File: config.mk
export PLATFORM = sky130hd
export DESIGN_NAME = genius_uc_param_flat
export DESIGN_NICKNAME = d
export VERILOG_FILES = /design/src/rtl/genius_uc_param_if.sv /design/src/rtl/genius_uc_param.sv /design/src/flat_wrapper.sv
export SDC_FILE = /design/constraint.sdc
export NUM_CORES = 1
export LEC_CHECK = 0
export CELL_PAD_IN_SITES_DETAIL_PLACEMENT = 2
export CELL_PAD_IN_SITES_GLOBAL_PLACEMENT = 2
export CORE_MARGIN = 8
export CORE_UTILIZATION = 38
export CTS_BUF_LIST = sky130_fd_sc_hd__clkbuf_8
export CTS_CLUSTER_DIAMETER = 40
export CTS_CLUSTER_SIZE = 8
export DETAILED_ROUTE_END_ITERATION = 10
export PLACE_DENSITY = 0.84
export SLEW_MARGIN = 30
export SYNTH_ARGS = -nofsm -noshare
export SYNTH_HDL_FRONTEND = slang
export SYNTH_SLANG_ARGS = --single-unit
File: constraint.sdc
create_clock -name clock -period 4 [get_ports clock]
set_input_delay 0.8 -clock clock [delete_from_list [all_inputs] [get_ports clock]]
set_output_delay 0.8 -clock clock [all_outputs]
set_load 0.05 [all_outputs]
File: src/rtl/genius_uc_param_if.sv
// Game-side bundle of the Genius control unit: start/level/buttons in,
// sequence memory read port, LED drive and end-of-game status.
interface genius_uc_param_if #(
  parameter int N_BTN   = 4,
  parameter int ADDR_W  = 4,
  parameter int LIVES_W = 2
);
  logic              iniciar;
  logic [1:0]        nivel;
  logic [N_BTN-1:0]  botoes;
  logic [N_BTN-1:0]  mem_data;
  logic [ADDR_W-1:0] mem_addr;
  logic [N_BTN-1:0]  leds;
  logic [ADDR_W:0]   rodada;
  logic [LIVES_W-1:0] vidas;
  logic              pronto;
  logic              acertou;
  logic              errou;
  logic              fim_timeout;
  logic [3:0]        db_estado;

  modport master (
    input  iniciar, nivel, botoes, mem_data,
    output mem_addr, leds, rodada, vidas, pronto, acertou, errou, fim_timeout, db_estado
  );

  modport slave (
    output iniciar, nivel, botoes, mem_data,
    input  mem_addr, leds, rodada, vidas, pronto, acertou, errou, fim_timeout, db_estado
  );
endinterface

File: src/rtl/genius_uc_param.sv
// Genius (Simon) control unit with configurable buttons, per-level target length
// and an optional lives/retry mechanism enabled by the GENIUS_LIVES_EN macro.
module genius_uc_param #(
  parameter int N_BTN       = 4,
  parameter int ADDR_W      = 4,
  parameter int SHOW_CYC    = 500,
  parameter int GAP_CYC     = 500,
  parameter int TIMEOUT_CYC = 5000,
  parameter int LIVES       = 3
) (
  input  logic clock,
  input  logic reset,
  genius_uc_param_if.master bus
);

  localparam int TMR_MAX = (SHOW_CYC > GAP_CYC) ? SHOW_CYC : GAP_CYC;
  localparam int TMR_W   = $clog2(TMR_MAX + 1);
  localparam int TMO_W   = $clog2(TIMEOUT_CYC + 1);
  localparam int LIVES_W = $clog2(LIVES + 1);

  typedef enum logic [3:0] {
    S_INICIAL       = 4'h0,
    S_PREPARA       = 4'h1,
    S_PROX_MOSTRA   = 4'h2,
    S_ESPERA        = 4'h3,
    S_REGISTRA      = 4'h4,
    S_COMPARA       = 4'h5,
    S_PROX_JOGADA   = 4'h6,
    S_FIM_RODADA    = 4'h7,
    S_PROX_SEQ      = 4'h8,
    S_MOSTRA        = 4'h9,
    S_INTERVALO     = 4'hA,
    S_INICIA_SEQ    = 4'hB,
    S_PERDE_VIDA    = 4'hC,
    S_FINAL_TIMEOUT = 4'hD,
    S_FINAL_ACERTOU = 4'hE,
    S_FINAL_ERROU   = 4'hF
  } state_t;

  state_t             state_q, state_d;
  logic [ADDR_W-1:0]  addr_q, addr_d;
  logic [ADDR_W-1:0]  limit_q, limit_d;
  logic [ADDR_W:0]    target_q, target_d;
  logic [TMR_W-1:0]   timer_q, timer_d;
  logic [TMO_W-1:0]   tmo_q, tmo_d;
  logic [N_BTN-1:0]   play_q, play_d;
  logic [N_BTN-1:0]   btn_prev_q, btn_prev_d;
  logic               cause_tmo_q, cause_tmo_d;
  logic [LIVES_W-1:0] vidas_q, vidas_d;

  logic            jogada;
  logic            play_onehot;
  logic            match;
  logic            show_done;
  logic            gap_done;
  logic            tmo_done;
  logic            addr_last;
  logic            last_round;
  logic [ADDR_W:0] lvl_len;

  assign jogada      = (btn_prev_q == '0) && (bus.botoes != '0);
  assign play_onehot = (play_q != '0) && ((play_q & (play_q - N_BTN'(1))) == '0);
  assign match       = play_onehot && (play_q == bus.mem_data);
  assign show_done   = (timer_q == TMR_W'(SHOW_CYC - 1));
  assign gap_done    = (timer_q == TMR_W'(GAP_CYC - 1));
  assign tmo_done    = (tmo_q == TMO_W'(TIMEOUT_CYC - 1));
  assign addr_last   = (addr_q == limit_q);
  assign last_round  = ((ADDR_W+1)'(limit_q) == (target_q - (ADDR_W+1)'(1)));
  assign lvl_len     = (ADDR_W+1)'(bus.nivel) + (ADDR_W+1)'(1);

  always_ff @(posedge clock or negedge reset) begin
    if (!reset) begin
      state_q     <= S_INICIAL;
      addr_q      <= '0;
      limit_q     <= '0;
      target_q    <= '0;
      timer_q     <= '0;
      tmo_q       <= '0;
      play_q      <= '0;
      btn_prev_q  <= '0;
      cause_tmo_q <= 1'b0;
      vidas_q     <= '0;
    end else begin
      state_q     <= state_d;
      addr_q      <= addr_d;
      limit_q     <= limit_d;
      target_q    <= target_d;
      timer_q     <= timer_d;
      tmo_q       <= tmo_d;
      play_q      <= play_d;
      btn_prev_q  <= btn_prev_d;
      cause_tmo_q <= cause_tmo_d;
      vidas_q     <= vidas_d;
    end
  end

  // The show/gap timer restarts from zero whenever a timed state is left,
  // so each timed state always starts counting at 0.
  always_comb begin
    state_d     = state_q;
    addr_d      = addr_q;
    limit_d     = limit_q;
    target_d    = target_q;
    timer_d     = '0;
    tmo_d       = tmo_q;
    play_d      = play_q;
    btn_prev_d  = bus.botoes;
    cause_tmo_d = cause_tmo_q;
    vidas_d     = vidas_q;
    case (state_q)
      S_INICIAL: begin
        if (bus.iniciar) state_d = S_PREPARA;
      end
      S_PREPARA: begin
        addr_d   = '0;
        limit_d  = '0;
        tmo_d    = '0;
        target_d = lvl_len << (ADDR_W - 2);
`ifdef GENIUS_LIVES_EN
        vidas_d  = LIVES_W'(LIVES);
`endif
        state_d  = S_MOSTRA;
      end
      S_MOSTRA: begin
        if (show_done) state_d = S_INTERVALO;
        else           timer_d = timer_q + TMR_W'(1);
      end
      S_INTERVALO: begin
        if (gap_done) state_d = S_PROX_MOSTRA;
        else          timer_d = timer_q + TMR_W'(1);
      end
      S_PROX_MOSTRA: begin
        if (addr_last) begin
          state_d = S_INICIA_SEQ;
        end else begin
          addr_d  = addr_q + ADDR_W'(1);
          state_d = S_MOSTRA;
        end
      end
      S_INICIA_SEQ: begin
        addr_d  = '0;
        tmo_d   = '0;
        state_d = S_ESPERA;
      end
      S_ESPERA: begin
        tmo_d = tmo_q + TMO_W'(1);
        if (jogada) begin
          state_d = S_REGISTRA;
        end else if (tmo_done) begin
          cause_tmo_d = 1'b1;
          state_d     = S_PERDE_VIDA;
        end
      end
      S_REGISTRA: begin
        play_d  = bus.botoes;
        state_d = S_COMPARA;
      end
      S_COMPARA: begin
        if (match) begin
          state_d = addr_last ? S_FIM_RODADA : S_PROX_JOGADA;
        end else begin
          cause_tmo_d = 1'b0;
          state_d     = S_PERDE_VIDA;
        end
      end
      S_PROX_JOGADA: begin
        addr_d  = addr_q + ADDR_W'(1);
        tmo_d   = '0;
        state_d = S_ESPERA;
      end
      S_FIM_RODADA: begin
        if (last_round)    state_d = S_FINAL_ACERTOU;
        else if (gap_done) state_d = S_PROX_SEQ;
        else               timer_d = timer_q + TMR_W'(1);
      end
      S_PROX_SEQ: begin
        limit_d = limit_q + ADDR_W'(1);
        addr_d  = '0;
        state_d = S_MOSTRA;
      end
      S_PERDE_VIDA: begin
`ifdef GENIUS_LIVES_EN
        // Entry cycle is recognised by the timer still being at zero.
        if (timer_q == '0 && vidas_q == LIVES_W'(1)) begin
          vidas_d = '0;
          state_d = cause_tmo_q ? S_FINAL_TIMEOUT : S_FINAL_ERROU;
        end else begin
          if (timer_q == '0) vidas_d = vidas_q - LIVES_W'(1);
          if (gap_done) begin
            addr_d  = '0;
            state_d = S_MOSTRA;
          end else begin
            timer_d = timer_q + TMR_W'(1);
          end
        end
`else
        state_d = cause_tmo_q ? S_FINAL_TIMEOUT : S_FINAL_ERROU;
`endif
      end
      S_FINAL_TIMEOUT, S_FINAL_ACERTOU, S_FINAL_ERROU: begin
        if (bus.iniciar) state_d = S_PREPARA;
      end
      default: state_d = S_INICIAL;
    endcase
  end

  assign bus.mem_addr  = addr_q;
  assign bus.vidas     = vidas_q;
  assign bus.db_estado = state_q;

  always_comb begin
    bus.leds        = '0;
    bus.rodada      = (ADDR_W+1)'(limit_q) + (ADDR_W+1)'(1);
    bus.pronto      = 1'b0;
    bus.acertou     = 1'b0;
    bus.errou       = 1'b0;
    bus.fim_timeout = 1'b0;
    case (state_q)
      S_INICIAL:       bus.rodada = '0;
      S_MOSTRA:        bus.leds = bus.mem_data;
      S_ESPERA:        bus.leds = bus.botoes;
      S_FINAL_TIMEOUT: begin
        bus.pronto      = 1'b1;
        bus.fim_timeout = 1'b1;
      end
      S_FINAL_ACERTOU: begin
        bus.pronto  = 1'b1;
        bus.acertou = 1'b1;
      end
      S_FINAL_ERROU: begin
        bus.pronto = 1'b1;
        bus.errou  = 1'b1;
      end
      default: ;
    endcase
  end

endmodule

File: src/flat_wrapper.sv
// flat-port wrapper written by rule: the top's interface ports become plain ports
module genius_uc_param_flat 
#(
  parameter int N_BTN       = 4,
  parameter int ADDR_W      = 4,
  parameter int SHOW_CYC    = 500,
  parameter int GAP_CYC     = 500,
  parameter int TIMEOUT_CYC = 5000,
  parameter int LIVES       = 3
)
  (clock, reset, bus_iniciar, bus_nivel, bus_botoes, bus_mem_data, bus_mem_addr, bus_leds, bus_rodada, bus_vidas, bus_pronto, bus_acertou, bus_errou, bus_fim_timeout, bus_db_estado);
  genius_uc_param_if #(.N_BTN(N_BTN), .ADDR_W(ADDR_W), .LIVES_W(($clog2(LIVES + 1)))) bus_i ();
  input  logic clock;
  input  logic reset;
  input wire logic [$bits(bus_i.iniciar)-1:0] bus_iniciar;
  input wire logic [$bits(bus_i.nivel)-1:0] bus_nivel;
  input wire logic [$bits(bus_i.botoes)-1:0] bus_botoes;
  input wire logic [$bits(bus_i.mem_data)-1:0] bus_mem_data;
  output wire logic [$bits(bus_i.mem_addr)-1:0] bus_mem_addr;
  output wire logic [$bits(bus_i.leds)-1:0] bus_leds;
  output wire logic [$bits(bus_i.rodada)-1:0] bus_rodada;
  output wire logic [$bits(bus_i.vidas)-1:0] bus_vidas;
  output wire logic [$bits(bus_i.pronto)-1:0] bus_pronto;
  output wire logic [$bits(bus_i.acertou)-1:0] bus_acertou;
  output wire logic [$bits(bus_i.errou)-1:0] bus_errou;
  output wire logic [$bits(bus_i.fim_timeout)-1:0] bus_fim_timeout;
  output wire logic [$bits(bus_i.db_estado)-1:0] bus_db_estado;
  assign bus_i.iniciar = bus_iniciar;
  assign bus_i.nivel = bus_nivel;
  assign bus_i.botoes = bus_botoes;
  assign bus_i.mem_data = bus_mem_data;
  assign bus_mem_addr = bus_i.mem_addr;
  assign bus_leds = bus_i.leds;
  assign bus_rodada = bus_i.rodada;
  assign bus_vidas = bus_i.vidas;
  assign bus_pronto = bus_i.pronto;
  assign bus_acertou = bus_i.acertou;
  assign bus_errou = bus_i.errou;
  assign bus_fim_timeout = bus_i.fim_timeout;
  assign bus_db_estado = bus_i.db_estado;
  genius_uc_param #(.N_BTN(N_BTN), .ADDR_W(ADDR_W), .SHOW_CYC(SHOW_CYC), .GAP_CYC(GAP_CYC), .TIMEOUT_CYC(TIMEOUT_CYC), .LIVES(LIVES)) u_core (.clock(clock), .reset(reset), .bus(bus_i));
endmodule
=== After elaboration in Yosys (flattened, before gate mapping) ===
Cells that the tools add are included.

* Register bits after elaboration: 46
* Output and inout port bits: 23
* Logic and storage cells: 98

* $add $sub $neg: 8
* Eq/ne operators: 29
* Mux-type cells: 29
* Bitwise gates (word level): 1
* Reduce and logical (&&, ||, !) cells: 22

{| class="wikitable"
|+ Operators by type and width
! cell !! count
|-
| 4-bit one-hot mux with 11 select lines || 1
|-
| 4-bit two-way mux || 9
|-
| 4-bit == test (second input constant) || 8
|-
| 13-bit one-hot mux with 2 select lines || 1
|-
| 9-bit two-way mux || 2
|-
| 9-bit one-hot mux with 2 select lines || 1
|-
| 4-bit by 3-bit == test with 1-bit output (second input constant) || 4
|-
| 4-bit one-hot mux with 2 select lines || 2
|-
| 13-bit by 1-bit adder with 13-bit output (second input constant) || 1
|-
| 13-bit == test (second input constant) || 1
|-
| 4-bit zero test || 3
|-
| 4-bit one-hot mux with 3 select lines || 1
|-
| 9-bit by 1-bit adder with 9-bit output (second input constant) || 1
|-
| 9-bit == test (second input constant) || 1
|-
| 3-bit OR reduction || 3
|-
| 4-bit by 1-bit adder with 4-bit output (second input constant) || 2
|-
| 4-bit by 2-bit == test with 1-bit output (second input constant) || 2
|-
| 4-bit == test || 2
|-
| 1-bit two-way mux || 8
|-
| 2-bit by 1-bit inequality test with 1-bit output (second input constant) || 4
|-
| 4-bit nonzero test || 2
|-
| 2-bit inequality test (second input constant) || 3
|-
| 3-bit by 1-bit inequality test with 1-bit output (second input constant) || 2
|-
| 2-bit nonzero test || 3
|-
| other kinds (17) || 22
|}

=== Longest topological paths before layout ===
* Depth in word-level cells: 7
* Mapped depth: 8
* Mapped depth without buffers: 7

=== Worst setup path after synthesis ===
OpenSTA, ideal clock, no wires.

* Path kind: flip-flop to output port
* Start: register u_core.state_q[2], in the netlist u_core.bus.db_estado[2]
* End: output bus_rodada[2]
* Data arrival time: 1.970 ns
* Data required time: 3.200 ns
* Slack: 1.230 ns
* Cell stages (with the launch flop): 5
* Cell sequence: dfrtp_1 -> buf_2 -> buf_1 -> nor4_1 -> nor2_1

* Longest elaborated chain between the ends: 2

{| class="wikitable"
|+ Ends and longest elaborated chain
! what !! line !! source
|-
| from (decl) || genius_uc_param.sv:40 || <nowiki>state_t state_q, state_d;</nowiki>
|-
| from (signal assigned) || genius_uc_param.sv:84 || <nowiki>state_q <= state_d;</nowiki>
|-
| 4-bit zero test || genius_uc_param.sv:218 || <nowiki>case (state_q)</nowiki>
|-
| 5-bit two-way mux || genius_uc_param.sv:218 ||
|-
| to (decl) || flat_wrapper.sv:21 || <nowiki>output wire logic [$bits(bus_i.rodada)-1:0] bus_rodada;</nowiki>
|}

Every way passes these cells.

=== Final worst setup path ===
* Start: register u_core.state_q[1], in the netlist u_core.bus.db_estado[1]
* End: output bus_leds[0]

* Longest elaborated chain between the ends: 2
* Elaborated cells on any way between the ends: 3
* Classes of those cells: eq/ne: 2; mux: 1

{| class="wikitable"
|+ Ends and longest elaborated chain
! what !! line !! source
|-
| 4-bit by 2-bit == test with 1-bit output or 4-bit == test (tied branches) || genius_uc_param.sv:218 ||
|-
| 4-bit one-hot mux with 2 select lines * || genius_uc_param.sv:218 ||
|-
| to (decl) || flat_wrapper.sv:20 || <nowiki>output wire logic [$bits(bus_i.leds)-1:0] bus_leds;</nowiki>
|}

Every way passes the cells marked *; elsewhere a longest branch is shown, timed or not.

==> results.yml <==
global_routing:
  antenna_found_initial: 0
  met1_usage_pct: 18.73
  grt_pass1_vias: 2630
  grt_usage_pct: 16.64
  use_met2_pct: 31.07
  grt_max_degree: 47
  grt_pass1_wl_um: 13300
  busiest_layer: "met2"
  grt_use_met3_pct: 2.693
  grt_overflow: 0
floorplan:
  fp.coreArea_um2: 7137
  start_util_pct: 38.41
  die_h_um: 100.9
  die_x_um: 100.9
  ios: 36
  num_rows: 31
  die-area_um2: 10190
layout:
  multi_input_area_um2: 1454
  final_util_pct: 45.06
  regArea_um2: 1151
  fillCellCount: 800
  syn_to_final_growth_pct: 17.30
  drive_gt1_share_pct: 8.669
  diodes: 0
  nets: 341
pwr:
  p_switching_mw: 0.2154
  peakVddDrop_mv: 0.1715
  pwr-share-clk_pct: 37.3
  p_leak_nw: 1.416
  combPwrFrac_pct: 6.4
  switching_share_pct: 25.83
  p_seq_share_pct: 56.4
  powerDensity_nw_per_um2: 259.3
  cellInternalPower_mw: 0.6185
synth:
  yosys_warnings: 0
  yosysMostFrequentCell: "dfrtp_1"
  synthesis.area_um2: 2741
  yosys-top-cells-area: "dfrtp_1, nor2_1, xnor2_1"
  synth.cells.most_frequent: "dfrtp_1, nor2_1, a21oi_1, xnor2_1, nand2_1"
  ys_ff_latch: 46
  synthArstFlopShare_pct: 100.0
  synthFlopType: "dfrtp_1"
  seq_area_frac_synth_pct: 41.99
  yosysTopAreaCellShare_pct: 41.99
  synthCells: 294
  yosysTopAreaCell: "dfrtp_1"
  synth_edf_count: 0
  syn_avg_cell_area_um2: 9.324
  synth_cell_type_count: 52
setup_path:
  startpoint_type: "register"
  ff2ff_setup_slack_ns: 1.53
  critPathKind: "register to primary output"
  setup.worst_path.end_class: "primary output"
  cp.required_ns: 3.20
  arrival_ns: 2.67
  critPathMaxFanout: 20
sta:
  setup_violations: 0
  final.period_utilization_pct: 86.80
  worst_pin_slew_ns: 0.8893
  rsz0062_at_grt: "false"
  min_period_ns: 3.472
  fmax_mhz: 288.0
  finalHoldViolCount: 0
  slew_violations: 0
  slew_headroom_pct: 40.17
  finClkSkew_ns: 0.01017
  finalSetupTns_ns: 0
clock_network:
  post_cts_resize_count: 0
  cts_buffers: 5
  cts_setup_buffers: 0
  cts_tree: "yes"
  clock-root-buffer: "clkbuf_8"
  cts_max_path_buffers: 2
  clk_pin_slew_ns: 0.10
  ctsHoldBuffers: 0
  htree_levels: 2
  clock_sinks: 46
  clkLatencyLatePin_ns: 0.31
route:
  firstDrtPassIters: 4
  vias: 2347
  wl_per_cell_um: 18.86
  routed_wirelength_um: 7960
  drc: 0
  drt_iter0_drc: 105
  vias_per_cell: 5.562
  detail-route-antenna-nets: 0
place:
  io_buffer_count: 33
  routabilityCongestion: 0.7726
  dp.final_hpwl_um: 5907
min_path:
  min_path_type: "register to register"
flow_run:
  cap_viol_max_count: 0
run_status:
  status: "complete, no violations"
worst paths after layout:
check	depth (start not counted)	from	to
max in group asynchronous	1	reset	u_core.bus.db_estado[2]$_DFFE_PN0P_
worst min register to register	1	u_core.timer_q[0]$_DFF_PN0_	u_core.timer_q[0]$_DFF_PN0_
worst min-delay path	1	u_core.timer_q[0]$_DFF_PN0_	u_core.timer_q[0]$_DFF_PN0_
min in group asynchronous	1	reset	u_core.tmo_q[8]$_DFFE_PN0P_
worst max-delay path	4	u_core.bus.db_estado[1]$_DFFE_PN0P_	bus_leds[0]
worst max register to register	6	u_core.bus.db_estado[0]$_DFFE_PN0P_	u_core.bus.db_estado[3]$_DFFE_PN0P_
cells by family after synthesis:
kind of cell | Yosys count | synth area share [%]
fa+ha+maj | 6 | 2.738
mux | 8 | 3.195
buf+inv | 26 | 5.112
other cells | 1 | 0.1368
simple gates | 118 | 23.28
compound gates | 61 | 14.61
xor+xnor | 28 | 8.945
flops | 46 | 41.99
routing by layer:
layer | up-vias | part of all wire, % | routed length (µm)
li1 | 1091 | - | -
met1 | 1210 | 42 | 3379
met2 | 38 | 54 | 4276
met3 | 8 | 2.6 | 205
met4 | 0 | 1.2 | 99
met5 | - | 0 | 0
flip-flops by register name, summed over array words and instances (netlist names), 3 cells and up:
register,flops
u_core.btn_prev_q,4
u_core.tmo_q,13
u_core.target_q,3
u_core.limit_q,4
u_core.bus.mem_addr,4
u_core.play_q,4
u_core.bus.db_estado,4
u_core.timer_q,9
worst max-delay path: stages (launching register included):
cell and delay, ns:
dfrtp_1 0.73, nor2b_1 0.51, a22oi_1 0.17, nor2_1 0.13, clkdlybuf4s50_1 0.83
cell type report:
type / instances / share of cell area [%]
multi-input combinational: 223 / 45.21
clock inverter: 3 / 0.8171
sequential: 46 / 35.80
tap: 99 / 3.852
timing repair buffer: 37 / 11.13
inverter: 9 / 1.051
clock buffer: 5 / 2.140
power groups by stage:
stage | sequential, mW | clock [mW] | combinational, mW
after floorplan | 0.479 | 0 | 0.0240
after global placement | 0.480 | 0 | 0.0522
after detailed placement | 0.480 | 0 | 0.0541
after CTS | 0.470 | 0.321 | 0.0545
after global routing | 0.471 | 0.337 | 0.0583
final | 0.470 | 0.311 | 0.0530
cells in the final DEF, fill, tap and decap left out, drive strengths merged, types with 4 or more instances in the layout:
cell / count
nand3: 10
nor3: 8
buf: 5
inv: 12
and3: 7
nor4: 4
nor2: 41
o21ai: 15
mux2: 6
xor2: 11
nor2b: 4
ha: 6
clkbuf: 5
or3: 6
a22oi: 4
o211ai: 4
xnor2: 17
clkdlybuf4s50: 32
a21oi: 18
dfrtp: 46
nand2: 16
nand4: 6
metrics by stage:
step	setup slack [ns]	hold slack, ns	instance area (µm²)	power [mW]	std cells
after detailed placement	0.8164	0.4556	3120	0.5337	414
after global routing	0.3093	0.5100	3216	0.8664	422
final	0.5279	0.4907	3216	0.8340	422
after CTS	0.4853	0.4898	3216	0.8458	422
after floorplan	1.230	0.4238	2745	0.5033	295
after global placement	0.8430	0.4476	3118	0.5319	414
(Power assumes the default switching activity.)
